<file path="src/rtl/pd_crc_framer.sv">
// pd_crc_framer: USB-PD transmit byte framer around an external crc32 engine.
// Forwards payload bytes downstream, feeds each accepted byte to the engine,
// then appends the four captured CRC bytes LSB first. Overlength packets are
// truncated at MAX_BYTES, flagged on err, and their tail is dropped.
// Optional build macro PD_CRC_INV_EN: when defined, the captured CRC is
// inverted here (final XOR done in the framer); when undefined, crc_i is
// taken as already final.
`timescale 1ns/1ps

module pd_crc_framer #(
    parameter int MAX_BYTES = 260,
    parameter int CRC_LAT   = 2
) (
    input  logic        clock,
    input  logic        rst,
    input  logic        s_valid,
    output logic        s_ready,
    input  logic [7:0]  s_data,
    input  logic        s_last,
    output logic        m_valid,
    input  logic        m_ready,
    output logic [7:0]  m_data,
    output logic        m_last,
    output logic        crc_nrst,
    output logic        crc_en,
    output logic [7:0]  crc_din,
    input  logic [31:0] crc_i,
    output logic        err
);

    typedef enum logic [2:0] {
        CLR,
        IDLE,
        DATA,
        WAIT,
        CRC,
        DROP
    } state_t;

    localparam logic [10:0] MAX_W    = 11'(MAX_BYTES);
    localparam logic [2:0]  LAT_LAST = 3'(CRC_LAT - 1);

    state_t      state_q, state_d;
    logic [9:0]  cnt_q, cnt_d;
    logic [2:0]  lat_q, lat_d;
    logic [31:0] sh_q, sh_d;
    logic [2:0]  idx_q, idx_d;
    logic        ovl_q, ovl_d;
    logic        m_valid_q, m_valid_d;
    logic [7:0]  m_data_q, m_data_d;
    logic        m_last_q, m_last_d;
    logic        crc_nrst_q, crc_nrst_d;
    logic        crc_en_q, crc_en_d;
    logic [7:0]  crc_din_q, crc_din_d;
    logic        err_q, err_d;

    logic [31:0] crc_cap;
    logic        slot_free;
    logic        s_ready_c;
    logic        accept;
    logic [10:0] cnt_inc;

`ifdef PD_CRC_INV_EN
    assign crc_cap = ~crc_i;
`else
    assign crc_cap = crc_i;
`endif

    // Handshake decode: the output slot is free when empty or draining now;
    // using m_ready directly keeps full throughput with a single output slot.
    always_comb begin
        slot_free = !m_valid_q || m_ready;
        s_ready_c = (((state_q == IDLE) || (state_q == DATA)) && slot_free)
                    || (state_q == DROP);
        accept    = s_valid && s_ready_c;
        cnt_inc   = {1'b0, cnt_q} + 11'd1;
    end

    // Next-state and next-output logic for the framing sequence.
    always_comb begin
        // NOTE: every variable gets a default before the case so no path
        // leaves one unassigned, which would otherwise infer a latch.
        state_d    = state_q;
        cnt_d      = cnt_q;
        lat_d      = lat_q;
        sh_d       = sh_q;
        idx_d      = idx_q;
        ovl_d      = ovl_q;
        m_valid_d  = m_valid_q;
        m_data_d   = m_data_q;
        m_last_d   = m_last_q;
        crc_en_d   = 1'b0;
        crc_din_d  = crc_din_q;
        err_d      = 1'b0;

        if (m_valid_q && m_ready) begin
            m_valid_d = 1'b0;
            m_last_d  = 1'b0;
        end

        case (state_q)
            CLR: begin
                cnt_d   = '0;
                ovl_d   = 1'b0;
                state_d = IDLE;
            end
            IDLE, DATA: begin
                if (accept) begin
                    m_data_d  = s_data;
                    m_valid_d = 1'b1;
                    m_last_d  = 1'b0;
                    crc_din_d = s_data;
                    crc_en_d  = 1'b1;
                    cnt_d     = cnt_inc[9:0];
                    state_d   = DATA;
                    if (s_last) begin
                        state_d = WAIT;
                        lat_d   = '0;
                    end else if (cnt_inc == MAX_W) begin
                        // Truncate: this byte closes the packet, the rest is dropped.
                        state_d = WAIT;
                        lat_d   = '0;
                        err_d   = 1'b1;
                        ovl_d   = 1'b1;
                    end
                end
            end
            WAIT: begin
                if (lat_q == LAT_LAST) begin
                    state_d = CRC;
                    if (slot_free) begin
                        // Present the first CRC byte straight from the capture.
                        m_data_d  = crc_cap[7:0];
                        m_valid_d = 1'b1;
                        m_last_d  = 1'b0;
                        sh_d      = {8'h00, crc_cap[31:8]};
                        idx_d     = 3'd1;
                    end else begin
                        sh_d  = crc_cap;
                        idx_d = 3'd0;
                    end
                end else begin
                    lat_d = lat_q + 3'd1;
                end
            end
            CRC: begin
                if (m_valid_q && m_ready && m_last_q) begin
                    state_d = ovl_q ? DROP : CLR;
                end else if (slot_free && (idx_q != 3'd4)) begin
                    m_data_d  = sh_q[7:0];
                    m_valid_d = 1'b1;
                    m_last_d  = (idx_q == 3'd3);
                    sh_d      = {8'h00, sh_q[31:8]};
                    idx_d     = idx_q + 3'd1;
                end
            end
            DROP: begin
                if (accept && s_last) begin
                    state_d = CLR;
                end
            end
            default: state_d = CLR;
        endcase

        // The engine is held in clear for exactly the cycle spent in CLR.
        crc_nrst_d = (state_d != CLR);
    end

    // State and output registers with synchronous active-high reset.
    always_ff @(posedge clock) begin
        // NOTE: sequential state uses non-blocking assignments only, so every
        // flop samples the values from before this edge.
        if (rst) begin
            state_q    <= CLR;
            cnt_q      <= '0;
            lat_q      <= '0;
            sh_q       <= '0;
            idx_q      <= '0;
            ovl_q      <= 1'b0;
            m_valid_q  <= 1'b0;
            m_data_q   <= 8'h00;
            m_last_q   <= 1'b0;
            crc_nrst_q <= 1'b0;
            crc_en_q   <= 1'b0;
            crc_din_q  <= 8'h00;
            err_q      <= 1'b0;
        end else begin
            state_q    <= state_d;
            cnt_q      <= cnt_d;
            lat_q      <= lat_d;
            sh_q       <= sh_d;
            idx_q      <= idx_d;
            ovl_q      <= ovl_d;
            m_valid_q  <= m_valid_d;
            m_data_q   <= m_data_d;
            m_last_q   <= m_last_d;
            crc_nrst_q <= crc_nrst_d;
            crc_en_q   <= crc_en_d;
            crc_din_q  <= crc_din_d;
            err_q      <= err_d;
        end
    end

    assign s_ready  = s_ready_c;
    assign m_valid  = m_valid_q;
    assign m_data   = m_data_q;
    assign m_last   = m_last_q;
    assign crc_nrst = crc_nrst_q;
    assign crc_en   = crc_en_q;
    assign crc_din  = crc_din_q;
    assign err      = err_q;

endmodule

</file>
<file path="config.mk">
export PLATFORM = sky130hd
export DESIGN_NAME = pd_crc_framer
export DESIGN_NICKNAME = d
export VERILOG_FILES = /design/src/rtl/pd_crc_framer.sv
export SDC_FILE = /design/constraint.sdc
export NUM_CORES = 1
export LEC_CHECK = 0
export ABC_AREA = 1
export BUFFER_PORTS_ARGS = -buffer_cell sky130_fd_sc_hd__buf_2
export CORE_MARGIN = 2
export CORE_UTILIZATION = 56
export CTS_CLUSTER_DIAMETER = 100
export DETAILED_ROUTE_END_ITERATION = 6
export GPL_ROUTABILITY_DRIVEN = 0
export PLACE_DENSITY = 0.9
export SLEW_MARGIN = 10
export SYNTH_ARGS = -nofsm -noshare
export SYNTH_HDL_FRONTEND = slang
export SYNTH_SLANG_ARGS = --single-unit
export TNS_END_PERCENT = 5
</file>
<file path="constraint.sdc">
create_clock -name clock -period 2.1 [get_ports clock]
set_clock_uncertainty 0.15 [all_clocks]
set_input_delay 0.21 -clock clock [delete_from_list [all_inputs] [get_ports clock]]
set_output_delay 0.21 -clock clock [all_outputs]
set_load 0.05 [all_outputs]
</file>
==> impl_metrics.tcl <==
set metrics [dict create \
    yosysWarningCount 0 \
    timing.rr.start "idx_q[0]" \
    viasPerCell 5.792 \
    max_slew_margin 0.6875 \
    timing.critical_path.arrival_ns 2.16 \
    cp_top_family "simple AND/OR/NAND/NOR gates" \
    routed-via-count 3921 \
    cpMostUsedCell "sky130_fd_sc_hd__nand2_1" \
    layout-area-overhead-vs-synth_pct 24.69 \
    cp-start-kind "flop" \
    post-route-drc-count 3 \
    initial_core_util 0.5779 \
    worst_path_largest_cell_delay_ns 0.36 \
    cts_buffers 9 \
    async_reset_ff_frac 0 \
    worst_path_class_setup "flop to flop" \
    drt_wl_total_um 10040 \
    maxCapViolations 0 \
    hold_end "sh_q[1]" \
    route.antenna.remaining_nets 0 \
    synthDistinctLibCells 36 \
    final_core_util 0.7206 \
    clkTransAtPathRegs_ns 0.08 \
    post_synthesis_instance_area_sq_um 3648 \
    holdCritPathClass "input pin to flop" \
    fp.coreArea_sq_um 6314 \
    io_pins 67 \
    r2r_setup_slack_ns 0.08 \
    worst_slew_pin_slew_ns 0.4670 \
    synth_cells 511 \
    floorplan.die.width_um 84.72 \
    synth_flop_cell "sky130_fd_sc_hd__dfxtp_1" \
    vias_in_the_first_global_route 3648 \
    clock_sink_count 73 \
    cts_tree "done" \
    cts.htree.levels 3 \
    path_buf_inv 2 \
    worst-r2r-cell-count 8 \
    end_kind "flop" \
    sum_of_overflow_across_all_layers_after_global_routing 0 \
    violated_checks "DRC" \
    clock_tree.buffer_depth 2 \
    synth_fp_nets 562 \
    antenna-diode-count 0 \
    grt_setup_unrepaired "yes" \
    edff_count_synth 0 \
    critical_path_required_ns 2.25 \
    grt_pass1_wl_um 16730 \
    placement_rows 29 \
    worst_skew_pair.late_latency_ns 0.36 \
    cts_root_buf "sky130_fd_sc_hd__clkbuf_8" \
    grt_start_max_net_pins 42 \
    initialDrtViolationCount 386 \
    fp.dieArea_sq_um 7177 \
    timing.final.hold_violations 0 \
    max_freq_mhz 496.0 \
    routed_wire_length_per_instance_um 14.83 \
    nNetsFinal 646 \
    setup_viol 0 \
    portBuffers 66 \
    synth_sequential_area_ratio 0.4005 \
    first_pass_iters 7 \
    post-dp-hpwl_um 6813 \
    max_transition_viols_final 0 \
    hold_path.startpoint "crc_i[9]" \
    peakVddDrop_mv 0.4919 \
    critical_path_depth 8 \
    status "finished with violations" \
    r2r_end "m_data[3]" \
    gr-usage-all-layers 0.2852 \
    mean_cell_area_of_the_mapped_netlist_sq_um 7.140 \
    dieHeight_um 84.72 \
    leakagePower_nw 1.912 \
    min_path_cells 3 \
    ys_seq_elements 73 \
    power_density_nw_per_um2 788.5 \
    min_period_ns 2.016 \
    fin_worst_hold_slack_ns 0.0009434 \
    drive_gt1_frac 0.2267 \
    critical_path.max_fanout 12 \
    cp_slowest_cell "sky130_fd_sc_hd__dfxtp_1" \
    path_cells "inv_1 > ha_1 > nand2_1 > nand2_1 > a211oi_1 > nand3_2 > buf_4 > a21oi_1" \
    grt_antenna_before_repair 0 \
    final_cycle_share 0.9601 \
]
kinds of logic after synthesis:
group / after synthesis / share of synthesized area
buffers and inverters: 80 / 0.09259
AND/OR/NAND/NOR: 203 / 0.2421
XOR/XNOR: 2 / 0.004802
flip-flops: 73 / 0.4005
AO/OA/AOI/OAI: 147 / 0.2394
adder cells (fa/ha/maj): 6 / 0.02058
Yosys cell counts, types with 5 or more instances:
cell / instances / area share
sky130_fd_sc_hd__inv_2: 6 / 0.0062
sky130_fd_sc_hd__ha_1: 6 / 0.021
sky130_fd_sc_hd__o21ai_1: 20 / 0.027
sky130_fd_sc_hd__dfxtp_1: 73 / 0.40
sky130_fd_sc_hd__clkbuf_1: 12 / 0.012
sky130_fd_sc_hd__nand2_1: 114 / 0.12
sky130_fd_sc_hd__o21ai_0: 30 / 0.041
sky130_fd_sc_hd__buf_2: 10 / 0.014
sky130_fd_sc_hd__a211oi_1: 8 / 0.016
sky130_fd_sc_hd__a21oi_1: 55 / 0.075
sky130_fd_sc_hd__a41oi_1: 14 / 0.034
sky130_fd_sc_hd__nand2_2: 6 / 0.010
sky130_fd_sc_hd__a221oi_1: 9 / 0.022
sky130_fd_sc_hd__nor2_1: 34 / 0.035
sky130_fd_sc_hd__inv_1: 46 / 0.047
sky130_fd_sc_hd__nand3_1: 34 / 0.047
sky130_fd_sc_hd__nor2_2: 5 / 0.0086
registers in the layout, summed over array words and instances, names as in the netlist, 3 cells and up:
signal and flops:
m_data 8, idx_q 3, lat_q 3, crc_din 8, state_q 3, cnt_q 10
sh_q 32
layout make-up:
type	count	area (sq um)
Sequential cell	73	1475
Tap cell	77	96.34
Inverter	53	206.4
Timing Repair Buffer	100	649.4
Fill cell	496	1764
Multi-Input combinational cell	358	1887
Clock inverter	5	103.9
Clock buffer	11	131.4
stage by stage:
stage | std cells | worst slack (ns) | instance area, sq um | setup TNS, ns | power [mW]
final | 677 | 0.08385 | 4549 | 0 | 3.587
after global routing | 677 | -0.02461 | 4549 | -0.1140 | 3.724
after CTS | 677 | 0.06980 | 4498 | 0 | 3.553
after detailed placement | 647 | 0.03869 | 4120 | 0 | 2.232
after global placement | 647 | 0.1580 | 4120 | 0 | 2.213
after floorplan | 511 | 0.05787 | 3655 | 0 | 2.034
worst register-to-register path, delay by kind of cell, from the launching register on:
kind	cells	cell delay [ns]
AND/OR/NAND/NOR	3	0.50
adder cells (fa/ha/maj)	1	0.20
flip-flops	1	0.36
buffers and inverters	2	0.31
AO/OA/AOI/OAI	2	0.45
what timing repair did:
| action | in CTS | in global routing |
|---|---|---|
| gates resized for setup | 1 | 19 |
| hold buffers | 14 | 0 |
| endpoints found under the hold margin | 15 | 0 |
| setup endpoints to repair | 2 | 41 |
| setup buffers | 0 | 0 |
| pin swaps | 0 | 2 |
layout by cell type (no fill, tap or decap), types with 2 or more instances in the layout:
cell,count
sky130_fd_sc_hd__a32o_1,2
sky130_fd_sc_hd__nand3_2,2
sky130_fd_sc_hd__o211ai_1,2
sky130_fd_sc_hd__buf_12,2
sky130_fd_sc_hd__a221oi_1,9
sky130_fd_sc_hd__nor2_4,3
sky130_fd_sc_hd__inv_1,46
sky130_fd_sc_hd__clkbuf_1,2
sky130_fd_sc_hd__a21oi_1,55
sky130_fd_sc_hd__inv_2,5
sky130_fd_sc_hd__nand4_1,4
sky130_fd_sc_hd__a41oi_1,14
sky130_fd_sc_hd__buf_2,66
sky130_fd_sc_hd__ha_1,5
sky130_fd_sc_hd__dfxtp_4,3
sky130_fd_sc_hd__dfxtp_2,2
sky130_fd_sc_hd__a211oi_1,8
sky130_fd_sc_hd__nor2_1,30
sky130_fd_sc_hd__dlygate4sd3_1,14
sky130_fd_sc_hd__o21ai_1,21
sky130_fd_sc_hd__buf_4,17
sky130_fd_sc_hd__dfxtp_1,68
sky130_fd_sc_hd__nand2_2,8
sky130_fd_sc_hd__nor2_2,8
sky130_fd_sc_hd__nand2_1,112
sky130_fd_sc_hd__o21ai_0,29
sky130_fd_sc_hd__bufinv_16,3
sky130_fd_sc_hd__a31oi_1,2
sky130_fd_sc_hd__clkbuf_8,9
sky130_fd_sc_hd__nand3_1,33
how the worst max path moves through the flow:
stage                   from        end  slack, ns
finish              idx_q[0]  m_data[3]       0.08
detailed placement  cnt_q[0]   lat_q[2]       0.04
CTS                 cnt_q[0]   lat_q[0]       0.07
global placement    cnt_q[0]   lat_q[2]       0.16
floorplan            m_valid   cnt_q[8]       0.06
global route        idx_q[0]  m_data[2]      -0.02
metal layers:
| layer | vias up | GRT usage | part of all wire |
|---|---|---|---|
| li1 | 1906 | - | - |
| met1 | 1814 | 0.3750 | 0.43 |
| met2 | 175 | 0.4531 | 0.48 |
| met3 | 26 | 0.05506 | 0.068 |
| met4 | 0 | 0.1328 | 0.023 |
| met5 | - | 0 | 0 |
power by group:
part | leakage [nW] | internal (mW) | switching, mW
Clock | 0.118 | 0.791 | 0.541
Combinational | 1.20 | 0.228 | 0.491
Sequential | 0.595 | 1.47 | 0.0653
Note: power is estimated with default switching activity, not from simulation.
